===== src/rtl/csr_mon_pkg.sv =====
// rtl/csr_mon_pkg.sv - shared constants for the tohost monitor; entry width depends on CSR_MON_STAMP_EN
package csr_mon_pkg;

    // CSR address of tohost in the machine-mode CSR map.
    localparam logic [11:0] TOHOST_ADDR_DEF = 12'h51E;

    // Monitor FSM encoding.
    localparam logic [1:0] ST_IDLE = 2'd0;
    localparam logic [1:0] ST_RUN  = 2'd1;
    localparam logic [1:0] ST_DONE = 2'd2;

    // Width of the data field of one FIFO entry.
    localparam int DATA_W = 32;

`ifdef CSR_MON_STAMP_EN
    // Each entry carries {cycle_stamp, data}.
    localparam int ENTRY_W = 64;
`else
    localparam int ENTRY_W = 32;
`endif

    // A tohost write with bit 0 set ends the test; the remaining bits
    // hold the failure code, so a value of exactly 1 means pass.
    function automatic logic is_terminating(input logic [31:0] value);
        return value[0];
    endfunction

    function automatic logic is_pass(input logic [31:0] value);
        return value == 32'd1;
    endfunction

endpackage


===== src/rtl/csr_mon_fifo.sv =====
// rtl/csr_mon_fifo.sv - synchronous FIFO with push/pop/full/empty/count
module csr_mon_fifo #(
    parameter int WIDTH = 32,
    parameter int DEPTH = 4,
    localparam int PTR_W = $clog2(DEPTH),
    localparam int CNT_W = PTR_W + 1
) (
    input  logic             clk,
    input  logic             rst_n,
    input  logic             push,
    input  logic [WIDTH-1:0] push_data,
    input  logic             pop,
    output logic [WIDTH-1:0] pop_data,
    output logic             full,
    output logic             empty,
    output logic [CNT_W-1:0] count
);

    logic [WIDTH-1:0] mem [DEPTH];
    logic [PTR_W-1:0] wr_ptr;
    logic [PTR_W-1:0] rd_ptr;
    logic [CNT_W-1:0] cnt;
    logic             pop_ok;
    logic             push_ok;

    // A pop on an empty FIFO is ignored; a push into a full FIFO only
    // lands when a pop frees the head slot in the same cycle.
    assign pop_ok  = pop & ~empty;
    assign push_ok = push & (~full | pop_ok);

    assign full     = (cnt == CNT_W'(DEPTH));
    assign empty    = (cnt == '0);
    assign count    = cnt;
    assign pop_data = mem[rd_ptr];

    // Pointer and occupancy bookkeeping; pointers wrap naturally since DEPTH is a power of two.
    always_ff @(posedge clk) begin
        if (!rst_n) begin
            wr_ptr <= '0;
            rd_ptr <= '0;
            cnt    <= '0;
        end else begin
            if (push_ok) begin
                wr_ptr <= wr_ptr + PTR_W'(1);
            end
            if (pop_ok) begin
                rd_ptr <= rd_ptr + PTR_W'(1);
            end
            case ({push_ok, pop_ok})
                2'b10:   cnt <= cnt + CNT_W'(1);
                2'b01:   cnt <= cnt - CNT_W'(1);
                default: cnt <= cnt;
            endcase
        end
    end

    // Storage array; contents are don't-care until written, the read side is gated by empty.
    always_ff @(posedge clk) begin
        if (push_ok) begin
            mem[wr_ptr] <= push_data;
        end
    end

endmodule


===== src/rtl/csr_tohost_monitor.sv =====
// rtl/csr_tohost_monitor.sv - tohost CSR capture, FIFO drain to host, end-of-test decode; CSR_MON_STAMP_EN adds host_stamp
module csr_tohost_monitor
    import csr_mon_pkg::*;
#(
    parameter int          DEPTH       = 4,
    parameter logic [11:0] TOHOST_ADDR = TOHOST_ADDR_DEF
) (
    input  logic        clk,
    input  logic        rst_n,
    input  logic        enable,
    input  logic        csr_valid,
    input  logic [11:0] csr_addr,
    input  logic [31:0] csr_data,
    output logic        host_valid,
    input  logic        host_ready,
    output logic [31:0] host_data,
`ifdef CSR_MON_STAMP_EN
    output logic [31:0] host_stamp,
`endif
    output logic        done,
    output logic        pass,
    output logic [30:0] fail_code,
    output logic        overflow
);

    localparam int CNT_W = $clog2(DEPTH) + 1;

    logic [1:0]         state;
    logic               accept;
    logic               terminate;
    logic               pop;
    logic               fifo_full;
    logic               fifo_empty;
    logic [CNT_W-1:0]   fifo_count;
    logic [ENTRY_W-1:0] push_entry;
    logic [ENTRY_W-1:0] head_entry;

    // Only nonzero tohost writes while running count; zero is the idle value of tohost.
    assign accept    = (state == ST_RUN) & csr_valid & (csr_addr == TOHOST_ADDR) & (csr_data != '0);
    assign terminate = accept & is_terminating(csr_data);
    assign pop       = host_valid & host_ready;

    // Monitor lifecycle: armed by the host, closed by the terminating write, reopened only by reset.
    always_ff @(posedge clk) begin
        if (!rst_n) begin
            state <= ST_IDLE;
        end else begin
            case (state)
                ST_IDLE: if (enable)    state <= ST_RUN;
                ST_RUN:  if (terminate) state <= ST_DONE;
                ST_DONE: state <= ST_DONE;
                default: state <= ST_IDLE;
            endcase
        end
    end

    // End-of-test result and sticky overflow; a write is lost only when full with no pop to make room.
    always_ff @(posedge clk) begin
        if (!rst_n) begin
            done      <= 1'b0;
            pass      <= 1'b0;
            fail_code <= '0;
            overflow  <= 1'b0;
        end else begin
            if (terminate) begin
                done <= 1'b1;
                pass <= is_pass(csr_data);
                if (!is_pass(csr_data)) begin
                    fail_code <= csr_data[31:1];
                end
            end
            if (accept && fifo_full && !pop) begin
                overflow <= 1'b1;
            end
        end
    end

`ifdef CSR_MON_STAMP_EN
    logic [31:0] cycle_cnt;

    // Free-running timestamp, frozen while idle so stamps are relative to arming.
    always_ff @(posedge clk) begin
        if (!rst_n) begin
            cycle_cnt <= '0;
        end else if (state != ST_IDLE) begin
            cycle_cnt <= cycle_cnt + 32'd1;
        end
    end

    assign push_entry = {cycle_cnt, csr_data};
    assign host_stamp = fifo_empty ? 32'd0 : head_entry[63:32];
`else
    assign push_entry = csr_data;
`endif

    csr_mon_fifo #(
        .WIDTH (ENTRY_W),
        .DEPTH (DEPTH)
    ) u_fifo (
        .clk       (clk),
        .rst_n     (rst_n),
        .push      (accept),
        .push_data (push_entry),
        .pop       (pop),
        .pop_data  (head_entry),
        .full      (fifo_full),
        .empty     (fifo_empty),
        .count     (fifo_count)
    );

    // Head presentation comes straight from registered FIFO state, so it holds while the host stalls.
    assign host_valid = (fifo_count != '0);
    assign host_data  = fifo_empty ? 32'd0 : head_entry[31:0];

endmodule


===== config.mk =====
export PLATFORM = sky130hd
export DESIGN_NAME = csr_tohost_monitor
export DESIGN_NICKNAME = d
export VERILOG_FILES = /design/src/rtl/csr_mon_pkg.sv /design/src/rtl/csr_mon_fifo.sv /design/src/rtl/csr_tohost_monitor.sv
export SDC_FILE = /design/constraint.sdc
export NUM_CORES = 1
export LEC_CHECK = 0
export BUFFER_PORTS_ARGS = -buffer_cell sky130_fd_sc_hd__buf_2
export CAP_MARGIN = 20
export CORE_ASPECT_RATIO = 0.9
export CORE_MARGIN = 3
export CORE_UTILIZATION = 50
export CTS_CLUSTER_SIZE = 25
export DETAILED_ROUTE_END_ITERATION = 7
export PLACE_DENSITY = 0.75
export SYNTH_ARGS = -nofsm -noshare
export SYNTH_HDL_FRONTEND = slang
export SYNTH_SLANG_ARGS = --single-unit

===== constraint.sdc =====
create_clock -name clk -period 3.2 [get_ports clk]
set_input_delay 0.16 -clock clk [delete_from_list [all_inputs] [get_ports clk]]
set_output_delay 0.16 -clock clk [all_outputs]
set_load 0.01 [all_outputs]

=== Yosys cells after proc, flatten, opt, wreduce, memory -nomap -nowiden ===
Memory sizes are Yosys's and may differ from the RTL's. A register that Yosys moved wholly into a read port is not among the register bits.
Cells that the tools add are included.

* Input bits: 49
* Logic and storage cells: 52
* Memory bits (read-only): 0
* Memories: 1
* Memory bits (writable): 128
* Bits in registers: 43
* Latch bits: 0
* Output and inout bits: 67

* Bitwise gates (word level): 11
* Shift-type cells: 0
* Add/subtract/negate cells: 4
* $lt $le $gt $ge: 0
* Div/mod/pow operators: 0
* Multipliers: 0
* Mux-type cells: 9
* Equal/unequal tests: 9
* Reductions and logical operators: 10

{| class="wikitable"
|+ Memories
! name !! depth !! bits a word !! rd ports !! clocked after Yosys merged registers in !! wr ports !! RTL line !! RTL
|-
| u_fifo.mem || 4 || 32 || 1 || 1 || 1 || csr_mon_fifo.sv:19 || <nowiki>logic [WIDTH-1:0] mem [DEPTH];</nowiki>
|}

{| class="wikitable"
|+ Operators by type and width
! cell !! number
|-
| 32-bit by 1-bit == test with 1-bit output (second input constant) || 1
|-
| 32-bit 2-to-1 mux || 1
|-
| 32-bit nonzero test || 1
|-
| 12-bit by 11-bit == test with 1-bit output (second input constant) || 1
|-
| 2-bit 2-to-1 mux || 4
|-
| 1-bit bitwise AND || 7
|-
| 2-bit one-hot mux with 3 select lines || 1
|-
| 3-bit one-hot mux with 2 select lines || 1
|-
| 2-bit by 1-bit adder with 2-bit output (second input constant) || 2
|-
| 2-bit by 1-bit == test with 1-bit output (second input constant) || 2
|-
| 2-bit == test (second input constant) || 2
|-
| 2-bit inequality test (second input constant) || 2
|-
| 2-bit AND reduction || 2
|-
| 3-bit by 1-bit adder with 3-bit output (second input constant) || 1
|-
| 3-bit == test (second input constant) || 1
|-
| 3-bit logical NOT || 1
|-
| 1-bit NOT || 3
|-
| 3-bit nonzero test || 1
|-
| 3-bit by 1-bit subtractor with 3-bit output (second input constant) || 1
|-
| 1-bit logical AND || 2
|-
| 2-bit logical NOT || 1
|-
| 1-bit 2-to-1 mux || 2
|-
| 2-bit nonzero test || 1
|-
| 1-bit logical NOT || 1
|-
| 1-bit OR || 1
|}

=== Logic depth before layout (Yosys ltp) ===
* Word-level depth: 7
* Mapped depth: 11

=== Cells and area by module ===
From an unflattened synthesis, not the netlist that was laid out.

* Cell total of the unflattened synthesis: 448
* Area total of the unflattened synthesis: 7026.7 µm²

{| class="wikitable"
|+ By module, submodules not included
! module !! area an instance (µm²) !! sequential area each (µm²) !! times used !! cells an instance
|-
| csr_mon_fifo || 5147.4 || 4023.9 || 1 || 227
|-
| csr_tohost_monitor || 1879.3 || 720.7 || 1 || 221
|}

=== Worst setup path after synthesis ===
No wires, ideal clock.

* Path type: register to register
* Start point: register state[1]
* End point: memory u_fifo.mem[0][0] (enable)
* Period minus slack after synthesis: 3415 ps
* Path buffers: 0
* Cell stages (with the launch flop): 7
* Arrival time: 2994 ps
* Data required time: 2779 ps
* Setup slack: -215 ps
* Library setup time: 421 ps
* Cells stage by stage: dfxtp_1 inv_1 ha_1 or4b_4 nor4_4 o311ai_2 nor2_1

* Cells in the longest elaborated chain, start to end: 7

{| class="wikitable"
|+ Ends and longest elaborated chain
! element !! RTL line !! RTL
|-
| start: declaration || csr_tohost_monitor.sv:28 || <nowiki>logic [1:0] state;</nowiki>
|-
| start signal: assignment || csr_tohost_monitor.sv:46 || <nowiki>state <= ST_IDLE;</nowiki>
|-
| start signal: assignment || csr_tohost_monitor.sv:49 || <nowiki>ST_IDLE: if (enable) state <= ST_RUN;</nowiki>
|-
| start signal: assignment || csr_tohost_monitor.sv:50 || <nowiki>ST_RUN: if (terminate) state <= ST_DONE;</nowiki>
|-
| 2-bit by 1-bit == test with 1-bit output || csr_tohost_monitor.sv:39 || <nowiki>assign accept = (state == ST_RUN) & csr_valid & (csr_addr == TOHOST_ADDR) & (csr_data != '0);</nowiki>
|-
| 1-bit bitwise AND (3 in series) || csr_tohost_monitor.sv:39 ||
|-
| 1-bit bitwise AND || csr_mon_fifo.sv:29 || <nowiki>assign push_ok = push & (~full | pop_ok);</nowiki>
|-
| 1-bit 2-to-1 mux || csr_mon_fifo.sv:59 || <nowiki>if (push_ok) begin</nowiki>
|-
| 1-bit 2-to-1 mux (implied by the code) || csr_mon_fifo.sv:60 || <nowiki>mem[wr_ptr] <= push_data;</nowiki>
|-
| end: declaration || csr_mon_fifo.sv:19 ||
|}

Every way passes these cells.

=== Worst setup path in the final report ===
* Start point: input port csr_data[27]
* End point: register u_fifo.cnt[2] (netlist: u_fifo.count[2])

* Cells in the longest elaborated chain, start to end: 5

{| class="wikitable"
|+ Ends and longest elaborated chain
! element !! RTL line !! RTL
|-
| start: declaration || csr_tohost_monitor.sv:13 || <nowiki>input logic [31:0] csr_data,</nowiki>
|-
| 32-bit nonzero test (*) || csr_tohost_monitor.sv:39 ||
|-
| 1-bit bitwise AND (*) || csr_tohost_monitor.sv:39 ||
|-
| 1-bit bitwise AND (*) || csr_mon_fifo.sv:29 ||
|-
| 2-bit by 1-bit == test with 1-bit output or 2-bit == test (tied branches) || csr_mon_fifo.sv:49 || <nowiki>case ({push_ok, pop_ok})</nowiki>
|-
| 3-bit one-hot mux with 2 select lines or 2-bit nonzero test (tied branches) || - ||
|-
| end signal: assignment || csr_mon_fifo.sv:50 || <nowiki>2'b10: cnt <= cnt + CNT_W'(1);</nowiki>
|-
| end signal: assignment || csr_mon_fifo.sv:51 || <nowiki>2'b01: cnt <= cnt - CNT_W'(1);</nowiki>
|-
| end signal: assignment || csr_mon_fifo.sv:52 || <nowiki>default: cnt <= cnt;</nowiki>
|-
| end: declaration || csr_mon_fifo.sv:22 || <nowiki>logic [CNT_W-1:0] cnt;</nowiki>
|}

Mark *: on every way between the ends. The rest lies on a longest branch, timed or not.
A chain may end at the register's enable or synchronous reset.

==> flow_metrics.tcl <==
set metrics [dict create \
    status "finished clean" \
    netlist_instances 394 \
    ff2ff_path_depth 11 \
    rows 39 \
    wl_per_cell_um 19.4 \
    vias_per_cell 5.35 \
    diodes 0 \
    vias 3904 \
    netlist_top_cells_area "edfxtp_1 (56%), dfxtp_1 (13%), mux4_2 (11%)" \
    coreArea_mm2 0.0130 \
    worst_slack_ps 204 \
    power_density_mw_per_mm2 533 \
    dr.pass1.iters 4 \
    cts_buffer_depth 2 \
    grt_start_max_net_pins 47 \
    hold_viol 0 \
    p_leak_nw 3.38 \
    cts.sink_count 173 \
    holdPathStages 1 \
    clk_pin_slew_ps 60 \
    dpl_cell_area_mm2 0.00769 \
    r2r_start "state[1]" \
    fmax_ghz 0.334 \
    crit_cells 11 \
    rsz0062_at_grt "false" \
    multiInputGateArea_mm2 0.00200 \
    area_growth_pct 26.0 \
    syn-num-nets 451 \
    die_h_um 117 \
    maxCapViolations 0 \
    place_congestion 0.749 \
    die_x_um 129 \
    fin_nets 610 \
    clockRootBuffer "clkbuf_16" \
    ys_types 35 \
    finalSetupViolCount 0 \
    worstReg2RegEnd "u_fifo.count[2]" \
    die_area_mm2 0.0151 \
    mostFrequentLayoutCells "edfxtp_1 (128), buf_2 (115), dfxtp_1 (43)" \
    max_stage_delay_ps 530 \
    crit_family "simple AND/OR/NAND/NOR gates" \
    yosys_warnings 0 \
    period_share_pct 93.6 \
    ys_ff_latch 173 \
    yosysSeqAreaShare_pct 69.5 \
    period_minus_slack_ps 3000 \
    cts_tree "yes" \
    final_common_cell "edfxtp_1" \
    grt.overflow.total 0 \
    syn_avg_cell_area_um2 17.3 \
    io_buffers 115 \
    grt_pass1_vias 4084 \
    rrSetupSlack_ps 510 \
    synth.top_cell.area_share_pct 56.3 \
    min_from "csr_data[2]" \
    cts_max_level 4 \
    design_area_mm2 0.00860 \
    place_ws_ps 204 \
    cp_max_fo 6 \
    relSlewSlack_pct 38.9 \
    synthesis.area_mm2 0.00683 \
    grt_pass1_wl_um 21800 \
    yosysTopAreaCell "edfxtp_1" \
    vdd_drop_max_mv 0.476 \
    n_fill_cell 902 \
    antenna_found_initial 1 \
    drt-initial-drc-count 215 \
    ios 116 \
    finalWirelength_um 14200 \
    cp.buffers_inverters 3 \
    fin_setup_tns_ps 0 \
    antenna_left 0 \
    finalClockSkew_ps 9.57 \
    drc 0 \
    gr-usage-all-layers_pct 19.7 \
    drv_slew 0 \
    p_total_mw 4.58 \
    crit_type "in -> reg" \
    hpwl_um 8840 \
    min_path_type "in -> reg" \
    initial_core_util_pct 52.4 \
    whs_endpoint "u_fifo.mem[0][2]" \
    numCtsBuffers 17 \
    cp.required_ps 3530 \
    arrival_ps 3330 \
    fin_cells 730 \
    dp_cells 668 \
    worstSkewPairLatency_ps 420 \
    startpoint_type "input pin" \
    register_area_mm2 0.00475 \
    slowest_stage "dlygate4sd3_1" \
    path_cells "dlygate4sd3_1, buf_2, nor4_1, nand4_1, o311ai_2, ha_1, inv_1, fa_1, xor2_1, or3_1, a21boi_0" \
    drive_gt1_share_pct 35.9 \
    tightest_slew_ps 916 \
    crit_path_end_kind "flop" \
]
synthesized netlist by cell type:
library cell  number
a21boi_0           2
nor4_4             1
or4b_2             1
or4b_4             1
fa_1               1
buf_1              1
ha_1               7
nor2_1             4
clkbuf_1          11
mux4_2            32
and2_1            38
or3_1              2
o211a_1            2
o311ai_2           1
nand4_1            2
nor4_1             7
nand2_1            6
nor3_1             2
xor2_1             1
dfxtp_1           45
nand3_1            1
mux2i_1           32
nor2b_1           33
o211ai_4           1
nor3b_1            1
nand4b_1           1
o21ai_0            4
xnor2_1            4
o21a_1             2
a21oi_1            1
or4bb_1            1
buf_6              3
inv_1             12
edfxtp_1         128
buf_2              3
layer usage:
layer,GRT usage [%],up-vias,wire length (um)
met5,0,-,20
met4,5.88,2,144
met3,5.81,15,665
met2,33.0,110,7240
met1,25.4,1967,6090
li1,-,1810,-
worst reg2reg max path: cells and delay by family (launching register included):
kind / cells / cell delay, ps
compound gates: 2 / 400
xor+xnor: 1 / 70
fa+ha+maj: 3 / 590
buf+inv: 2 / 150
flops: 1 / 310
simple gates: 3 / 1070
through the flow:
step	hold WS, ps	utilization, %
floorplan	259	-
global placement	407	59.1
detailed placement	415	59.1
CTS	1.71	65.7
global route	6.43	66.0
finish	32.6	66.0
flip-flops by register name, summed over array words and instances (netlist names), named ones only:
| name | count |
|---|---|
| u_fifo.mem | 128 |
| done | 1 |
| fail_code | 31 |
| overflow | 1 |
| state | 2 |
| pass | 1 |
| u_fifo.rd_ptr | 2 |
| u_fifo.count | 3 |
| u_fifo.wr_ptr | 2 |
logic make-up (layout without fill, tap and decap cells):
kind of cell	count (synthesis)	after routing	synth area share [%]
compound gates	13	13	1.65
xor+xnor	5	5	0.641
fa+ha+maj	8	8	1.58
buf+inv	30	202	2.03
flops	173	173	69.5
mux	64	64	15.2
simple gates	101	101	9.35
power breakdown:
| part | switching, mW | total [mW] | internal [mW] |
|---|---|---|---|
| clock | 0.805 | 2.02 | 1.22 |
| combinational | 0.0738 | 0.145 | 0.0708 |
| sequential | 0.00312 | 2.41 | 2.41 |
worst max path at each step:
stage | from | endpoint
final | csr_data[27] | u_fifo.count[2]
after CTS | csr_data[31] | u_fifo.count[2]
after floorplan | state[1] | u_fifo.mem[0][0]
after global routing | csr_data[27] | u_fifo.count[2]
after detailed placement | csr_data[13] | u_fifo.count[2]
after global placement | csr_data[31] | u_fifo.count[2]
final cells by class:
class	count	share of cell area, %
Multi-Input combinational cell	191	23.2
Sequential cell	173	55.2
Clock inverter	13	1.73
Timing Repair Buffer	158	11.9
Clock buffer	19	5.03
Inverter	12	0.524
Tap cell	164	2.39
what timing repair did:
item | in CTS | in global routing
hold buffers | 29 | 0
setup endpoints to repair | 0 | 1
gates resized for setup | 0 | 4
endpoints found under the hold margin | 116 | 0
buffers inserted | 0 | 1
Power figures use the tool's default switching activity.
